$ cat config.mk
export PLATFORM = sky130hd
export DESIGN_NAME = eg_event_scheduler_flat
export DESIGN_NICKNAME = d
export VERILOG_FILES = /design/src/rtl/eg_event_scheduler_if.sv /design/src/rtl/eg_event_scheduler.sv /design/src/flat_wrapper.sv
export SDC_FILE = /design/constraint.sdc
export NUM_CORES = 1
export LEC_CHECK = 0
export ABC_AREA = 0
export BUFFER_PORTS_ARGS = -buffer_cell sky130_fd_sc_hd__buf_2
export CAP_MARGIN = 20
export CORE_MARGIN = 8
export CORE_UTILIZATION = 53
export CTS_CLUSTER_DIAMETER = 30
export DETAILED_ROUTE_END_ITERATION = 12
export GPL_TIMING_DRIVEN = 0
export HOLD_SLACK_MARGIN = 0.12
export PLACE_DENSITY = 0.9
export SLEW_MARGIN = 5
export SYNTH_ARGS = -nofsm -noshare
export SYNTH_HDL_FRONTEND = slang
export SYNTH_SLANG_ARGS = --single-unit
export TNS_END_PERCENT = 100
$ cat constraint.sdc
create_clock -name clk -period 3.45 [get_ports clk]
set_clock_uncertainty 0.1 [all_clocks]
set_input_delay 0.5175 -clock clk [delete_from_list [all_inputs] [get_ports clk]]
set_output_delay 0.5175 -clock clk [all_outputs]
set_load 0.05 [all_outputs]
$ cat src/rtl/eg_event_scheduler_if.sv
// PPI producer publish channel: the scheduler drives req/idx/addr, the producer returns ack.
interface eg_event_scheduler_if #(
    parameter int NUM_EVENTS = 8,
    parameter int PAR_AW     = 12
);
    localparam int IW = $clog2(NUM_EVENTS);

    logic              pub_req_o;
    logic [IW-1:0]     pub_idx_o;
    logic [PAR_AW-1:0] pub_addr_o;
    logic              pub_ack_i;

    modport master (output pub_req_o, pub_idx_o, pub_addr_o, input pub_ack_i);
    modport slave  (input pub_req_o, pub_idx_o, pub_addr_o, output pub_ack_i);
endinterface

$ cat src/rtl/eg_event_scheduler.sv
// Event scheduler: latches event pulses, publishes queued events round-robin over req/ack,
// drives the combined IRQ. Optional ack timeout: define EG_SCHED_TIMEOUT_EN.
module eg_event_scheduler #(
    parameter int NUM_EVENTS     = 8,
    parameter int PAR_AW         = 12,
    parameter int EVENT_BASE     = 'h100,
    parameter int TIMEOUT_CYCLES = 16
) (
    input  logic                  clk,
    input  logic                  resetn,
    input  logic [NUM_EVENTS-1:0] event_trig_i,
    input  logic [NUM_EVENTS-1:0] clr_pending_i,
    input  logic [NUM_EVENTS-1:0] irq_enable_i,
    eg_event_scheduler_if.master  pub,
    output logic [NUM_EVENTS-1:0] pending_o,
    output logic [NUM_EVENTS-1:0] overrun_o,
    output logic                  irq_o,
    output logic                  timeout_o
);
    localparam int IW = $clog2(NUM_EVENTS);

    if (NUM_EVENTS < 2 || TIMEOUT_CYCLES < 1) begin : g_cfg_err
        $error("eg_event_scheduler: NUM_EVENTS must be >= 2 and TIMEOUT_CYCLES >= 1");
    end

    typedef enum logic {IDLE, REQ} state_t;

    state_t                state;
    logic [NUM_EVENTS-1:0] queued;
    logic [NUM_EVENTS-1:0] done_mask;
    logic [IW-1:0]         last;
    logic [IW-1:0]         sel;
    logic                  ack_fire;

    function automatic logic [PAR_AW-1:0] addr_of(input logic [IW-1:0] i);
        return PAR_AW'(EVENT_BASE) + (PAR_AW'(i) << 2);
    endfunction

    assign ack_fire = (state == REQ) && pub.pub_ack_i;

    always_comb begin
        done_mask = '0;
        if (ack_fire) done_mask[pub.pub_idx_o] = 1'b1;
    end

    // Walk from farthest to nearest so the first queued event after 'last' wins.
    always_comb begin
        int cand;
        cand = 0;
        sel  = last;
        for (int k = NUM_EVENTS; k >= 1; k--) begin
            cand = (int'(last) + k) % NUM_EVENTS;
            if (queued[IW'(cand)]) sel = IW'(cand);
        end
    end

`ifdef EG_SCHED_TIMEOUT_EN
    localparam int CW = $clog2(TIMEOUT_CYCLES + 1);
    logic [CW-1:0] tmo_cnt;
`else
    assign timeout_o = 1'b0;
`endif

    always_ff @(posedge clk or negedge resetn) begin
        if (!resetn) begin
            state          <= IDLE;
            queued         <= '0;
            pending_o      <= '0;
            overrun_o      <= '0;
            irq_o          <= 1'b0;
            last           <= IW'(NUM_EVENTS - 1);
            pub.pub_req_o  <= 1'b0;
            pub.pub_idx_o  <= '0;
            pub.pub_addr_o <= PAR_AW'(EVENT_BASE);
`ifdef EG_SCHED_TIMEOUT_EN
            tmo_cnt        <= '0;
            timeout_o      <= 1'b0;
`endif
        end else begin
            // A trigger beats a same-cycle clear or ack; a retrigger during its own ack is not an overrun.
            pending_o <= event_trig_i | (pending_o & ~clr_pending_i);
            overrun_o <= (overrun_o | (event_trig_i & queued & ~done_mask)) & ~clr_pending_i;
            queued    <= event_trig_i | (queued & ~done_mask);
            irq_o     <= |(pending_o & irq_enable_i);

            case (state)
                IDLE: begin
                    if (|queued) begin
                        pub.pub_idx_o  <= sel;
                        pub.pub_addr_o <= addr_of(sel);
                        pub.pub_req_o  <= 1'b1;
                        state          <= REQ;
`ifdef EG_SCHED_TIMEOUT_EN
                        tmo_cnt        <= '0;
`endif
                    end
                end
                REQ: begin
                    if (pub.pub_ack_i) begin
                        pub.pub_req_o <= 1'b0;
                        last          <= pub.pub_idx_o;
                        state         <= IDLE;
                    end
`ifdef EG_SCHED_TIMEOUT_EN
                    // Give up on this event for now; it stays queued and others get a turn.
                    else if (tmo_cnt == CW'(TIMEOUT_CYCLES - 1)) begin
                        pub.pub_req_o <= 1'b0;
                        last          <= pub.pub_idx_o;
                        timeout_o     <= 1'b1;
                        state         <= IDLE;
                    end else begin
                        tmo_cnt <= tmo_cnt + CW'(1);
                    end
`endif
                end
                default: state <= IDLE;
            endcase
        end
    end
endmodule

$ cat src/flat_wrapper.sv
// flat-port wrapper written by rule: the top's interface ports become plain ports
module eg_event_scheduler_flat 
#(
    parameter int NUM_EVENTS     = 8,
    parameter int PAR_AW         = 12,
    parameter int EVENT_BASE     = 'h100,
    parameter int TIMEOUT_CYCLES = 16
)
  (clk, resetn, event_trig_i, clr_pending_i, irq_enable_i, pending_o, overrun_o, irq_o, timeout_o, pub_pub_req_o, pub_pub_idx_o, pub_pub_addr_o, pub_pub_ack_i);
  eg_event_scheduler_if #(.NUM_EVENTS(NUM_EVENTS), .PAR_AW(PAR_AW)) pub_i ();
  input  logic clk;
  input  logic resetn;
  input  logic [NUM_EVENTS-1:0] event_trig_i;
  input  logic [NUM_EVENTS-1:0] clr_pending_i;
  input  logic [NUM_EVENTS-1:0] irq_enable_i;
  output logic [NUM_EVENTS-1:0] pending_o;
  output logic [NUM_EVENTS-1:0] overrun_o;
  output logic irq_o;
  output logic timeout_o;
  output wire logic [$bits(pub_i.pub_req_o)-1:0] pub_pub_req_o;
  output wire logic [$bits(pub_i.pub_idx_o)-1:0] pub_pub_idx_o;
  output wire logic [$bits(pub_i.pub_addr_o)-1:0] pub_pub_addr_o;
  input wire logic [$bits(pub_i.pub_ack_i)-1:0] pub_pub_ack_i;
  assign pub_pub_req_o = pub_i.pub_req_o;
  assign pub_pub_idx_o = pub_i.pub_idx_o;
  assign pub_pub_addr_o = pub_i.pub_addr_o;
  assign pub_i.pub_ack_i = pub_pub_ack_i;
  eg_event_scheduler #(.NUM_EVENTS(NUM_EVENTS), .PAR_AW(PAR_AW), .EVENT_BASE(EVENT_BASE), .TIMEOUT_CYCLES(TIMEOUT_CYCLES)) u_core (.clk(clk), .resetn(resetn), .event_trig_i(event_trig_i), .clr_pending_i(clr_pending_i), .irq_enable_i(irq_enable_i), .pub(pub_i), .pending_o(pending_o), .overrun_o(overrun_o), .irq_o(irq_o), .timeout_o(timeout_o));
endmodule
Yosys cells after proc, flatten, opt, wreduce, memory -nomap -nowiden:

Index checks and enable logic that the tools add are counted.

* muxes and demuxes: 41
* add/sub/neg operators: 9
* order comparisons: 10
* shift-type cells: 0
* equality and inequality tests: 2
* divide/modulo/power cells: 0
* reductions and logical operators: 7
* multiply operators: 0
* bitwise operators: 12

Operators with widths (count)
* bitwise AND 8 bit: 6
* < comparator 3 x 5 -> 1 bit (second input constant): 8
* binary-select mux 1 bit (select 3 bit): 8
* 2-to-1 mux 3 bit: 8
* bitwise OR 8 bit: 3
* 2-to-1 mux 1 bit: 21
* NOT 8 bit: 2
* OR reduction 8 bit: 2
* adder 3 bit (second input constant): 4
* adder 9 x 5 -> 10 bit (first input constant): 1
* 2-to-1 mux 8 bit: 1
* adder 3 x 1 -> 3 bit (second input constant): 2
* adder 3 x 2 -> 3 bit (second input constant): 2
* AND reduction 2 bit: 3
* < comparator 3 x 4 -> 1 bit (second input constant): 1
* one-hot mux 1 bit (2 select lines): 2
* demux 1 bit (select 3 bit): 1
* >= comparator 3 x 1 -> 1 bit (second input constant): 1
* logical AND 1 bit: 2
* != test 2 x 1 -> 1 bit (second input constant): 1
* != test 2 bit (second input constant): 1
* NOT 1 bit: 1

* memory bits (read-only): 0
* output and inout bits: 34
* memories kept: 0
* memory bits (writable): 0
* latch bits: 0
* flip-flop bits (word level): 45

Depth between registers and ports, before layout:

* depth after elaboration: 13
* gate-level depth with buffers: 11
* depth with buffers taken out: 8

Worst setup path after synthesis:

No wires, ideal clock.

* path kind: register -> register
* start: register u_core.last[1]
* end: register u_core.pub.pub_addr_o[2]
* path slack: 503 ps
* arrival: 2719 ps
* required time: 3222 ps
* cell stages (with the launch flop): 11
* path buffers: 3
* library setup time: 128 ps
* period minus slack after synthesis: 2947 ps
* path through: dfstp_2 buf_2 buf_1 inv_1 ha_1 buf_2 mux4_2 mux2_2 o21ai_1 mux2i_1 nand3_1

* longest elaborated chain between the ends: 13

RTL lines
* from (decl): line eg_event_scheduler.sv:31 `logic [IW-1:0] last;`
* from (signal assigned): line eg_event_scheduler.sv:71 `last <= IW'(NUM_EVENTS - 1);`
* from (signal assigned): line eg_event_scheduler.sv:101 `last <= pub.pub_idx_o;`
* adder 3 x 1 -> 3 bit: line eg_event_scheduler.sv:52 `cand = (int'(last) + k) % NUM_EVENTS;`
* binary-select mux 1 bit (select 3 bit): line eg_event_scheduler.sv:53 `if (queued[IW'(cand)]) sel = IW'(cand);`
* 2-to-1 mux 1 bit (not written as such) (2 in series): line eg_event_scheduler.sv:53
* 2-to-1 mux 3 bit (7 in series): line eg_event_scheduler.sv:53
* 2-to-1 mux 3 bit *: line eg_event_scheduler.sv:53
* adder 9 x 5 -> 10 bit *: line eg_event_scheduler.sv:36 `return PAR_AW'(EVENT_BASE) + (PAR_AW'(i) << 2);`
* to (signal assigned): line eg_event_scheduler.sv:74 `pub.pub_addr_o <= PAR_AW'(EVENT_BASE);`
* to (signal assigned): line eg_event_scheduler.sv:90 `pub.pub_addr_o <= addr_of(sel);`
* to (decl): line eg_event_scheduler_if.sv:13 `modport master (output pub_req_o, pub_idx_o, pub_addr_o, input pub_ack_i);`

Mark *: on every way between the ends. The rest lies on a longest branch, timed or not. The select of a mux whose other input is x is not followed.
A chain may end at the register's enable or synchronous reset.

Worst setup path after layout:

* start: register u_core.last[0]
* end: register u_core.pub.pub_addr_o[3]

The elaborated chain is that of the path after synthesis.

==> out/qor.csv <==
metric,value,unit
status,completed,
"CTS clk-pin slew, worst paths",0.07,ns
critical path required time,3.58,ns
Fillers,307,
min Tclk post-route,3.16,ns
Chip Width,81.2,µm
pwr/cell area,706,mW/mm²
CTS tree,yes,
crit path DAT,3.29,ns
initial antenna violation count,0,
# setup viols final,0,
vias in the first global route,2063,
Core Region,0.00406,mm²
PnR Total Power,1890,µW
DRT antenna net count,0,
final period utilization,0.915,
CP max FO,10,
H-Tree Depth,2,
top cell type's share of synthesized area,0.334,
hold buffer count at cts,0,
Int Pwr,1010,µW
Synth area leaders,"dfrtp_1, mux4_2, buf_4, a21o_1, dfstp_2",
mapped cell area,0.00225,mm²
die extent in y,81.2,µm
total track usage,0.194,
"Avg Cell Area, Syn",9.95,µm²
1st-pass router iterations,4,
Post-synth EDFFs,0,
total gr overflow,0,
class of the worst hold path,in -> async,
switching power total,885,µW
static leakage,0.00120,µW
max_slew headroom,0.529,
DRT Wirelength,5810,µm
routed length per instance,17.0,µm
clock network power share,0.152,
largest net degree at the start of global routing,34,
Area Growth Syn to Fin,19.1,%
Yosys top cell by area,dfrtp_1,
startpoint types,flop,
n_diodes,0,
share of cells above drive strength 1,0.371,
post-route cell area,0.00268,mm²
HPWL Detailed,4450,µm
CTS root buf,clkbuf_8,
gpl congestion,0.917,
Nets,319,
FF-to-FF End,u_core.pub.pub_addr_o[3],
cells after synthesis,226,
die area,0.00659,mm²
Most used DFF post-synth,dfrtp_1,
Max-Cap Viols,0,
DR iter-0 viols,94,
final slew viol count,0,
Seq pwr share,0.289,
sequential element share of the synthesized area,0.369,
origin of the critical flop-to-flop path,u_core.last[0],
# IOs,61,
# port buffers,50,
Yosys reg bits,33,
RSZ-0062 raised after global routing,no,
Synth cell types,50,
r2r setup slk,0.29,ns
Setup TNS,0,ns
Ys Warns,0,
deepest clock path buffer count,2,
post-synthesis async set-or-reset flop share,1.00,
placed instance area,0.00259,mm²
Peak supply drop,0.425,mV
CP endpoint kind,flop,
f_max,0.317,GHz
starting density of the core,0.554,
switching share of power,0.468,
Num CTS Buffers,5,
final hold violations,0,
Sink Count,33,
Setup CP Type,reg -> reg,
Clock Latency Late Sink,0.29,ns
Tightest Pin Transition,0.707,ns
R2R cell count,11,
Row Count,23,
drt drc,0,
first-pass GRT wire length,10000,µm
routed vias,1990,
vias per inst,5.84,
combinational share of power,0.559,
-- metal layers --
layer | track usage | part of all wire | up-vias
met3 | 0.0486 | 0.077 | 7
li1 | - | - | 930
met1 | 0.232 | 0.40 | 955
met2 | 0.332 | 0.51 | 98
met4 | 0.0643 | 0.012 | 0
met5 | 0 | 0 | -
-- metrics by stage --
step	util	instances	hold WS, ns	setup slack [ns]
6_report	0.660	341	0.172	0.292
5_1_grt	0.660	341	0.241	0.0493
4_1_cts	0.660	342	0.192	0.0493
3_5_place_dp	0.639	334	0.382	0.0594
3_3_place_gp	0.639	334	0.368	0.0866
2_1_floorplan	-	234	0.122	0.503
-- logic make-up (layout without fill, tap and decap cells) --
| kind of cell | count (synthesis) | in the layout | synth area share |
|---|---|---|---|
| other | 2 | 10 | 0.00334 |
| multiplexers | 26 | 26 | 0.187 |
| flip-flops | 33 | 33 | 0.369 |
| XOR/XNOR | 3 | 3 | 0.0150 |
| adder cells (fa/ha/maj) | 2 | 2 | 0.0111 |
| AO/OA/AOI/OAI | 59 | 59 | 0.181 |
| buffers and inverters | 36 | 93 | 0.0890 |
| AND/OR/NAND/NOR | 65 | 65 | 0.145 |
-- power by group through the flow --
stage               sequential (µW)  clock [µW]  combinational [µW]
detailed placement              551           0                1050
floorplan                       642           0                 725
global placement                545           0                1030
finish                          546         288                1060
global route                    558         308                1150
CTS                             546         287                1050
-- critical path, stage by stage (launching register included) --
cell and delay (ns):
dfstp_2 0.60, buf_6 0.18, buf_2 0.27, inv_1 0.07, ha_1 0.32, buf_2 0.23, mux4_2 0.43, nor2b_1 0.20
a211oi_1 0.22, o22ai_1 0.12, a31oi_1 0.19, o21a_1 0.15
-- flip-flops by register name, summed over array words and instances (netlist names) --
register / flops
u_core.overrun_o: 8
u_core.pending_o: 8
u_core.queued: 8
u_core.last: 3
u_core.pub.pub_addr_o: 3
u_core.irq_o: 1
u_core.pub.pub_req_o: 1
u_core.state: 1
-- timing repair --
item / 4_1_cts / 5_1_grt
gates resized for setup: 0 / 1
buffers inserted: 0 / 0
endpoints found under the setup margin: 0 / 3
-- cell type report --
class,count,area (µm²),area share
Clock inverter,3,17.5,0.00654
Buffer,24,155,0.0579
Inverter,11,41.3,0.0154
Clock buffer,5,68.8,0.0257
Tap cell,50,62.6,0.0234
Multi-Input combinational cell,165,1250,0.468
Sequential cell,33,830,0.310
Timing Repair Buffer,50,250,0.0934
-- cells in the mapped netlist (all sizes together) (4+ instances only) --
master  instances
mux2i           9
a22oi           4
a21o           13
nand2          21
a21oi           9
inv            11
mux2            6
or2             4
clkbuf          5
nand2b          5
o21ai           9
a211oi          4
or3             5
nor2           17
o21a            6
dfrtp          30
buf            20
mux4           11
a31oi           6
-- placed cells by master (no fill, tap or decap), types with 9 or more instances in the layout --
master,n
a21o_1,13
a21oi_1,9
buf_2,54
buf_4,14
conb_1,10
dfrtp_1,30
inv_1,11
mux4_2,11
nand2_1,21
nor2_1,17
-- worst max-delay path by stage --
stage | start | end | depth (start not counted)
finish | u_core.last[0] | u_core.pub.pub_addr_o[3] | 11
global route | u_core.last[0] | u_core.pub.pub_addr_o[4] | 10
CTS | u_core.last[1] | u_core.pub.pub_addr_o[3] | 11
global placement | u_core.last[1] | u_core.pub.pub_addr_o[4] | 10
floorplan | u_core.last[1] | u_core.pub.pub_addr_o[2] | 10
detailed placement | u_core.last[1] | u_core.pub.pub_addr_o[3] | 11
No activity file was read; power rests on OpenSTA's default activity.
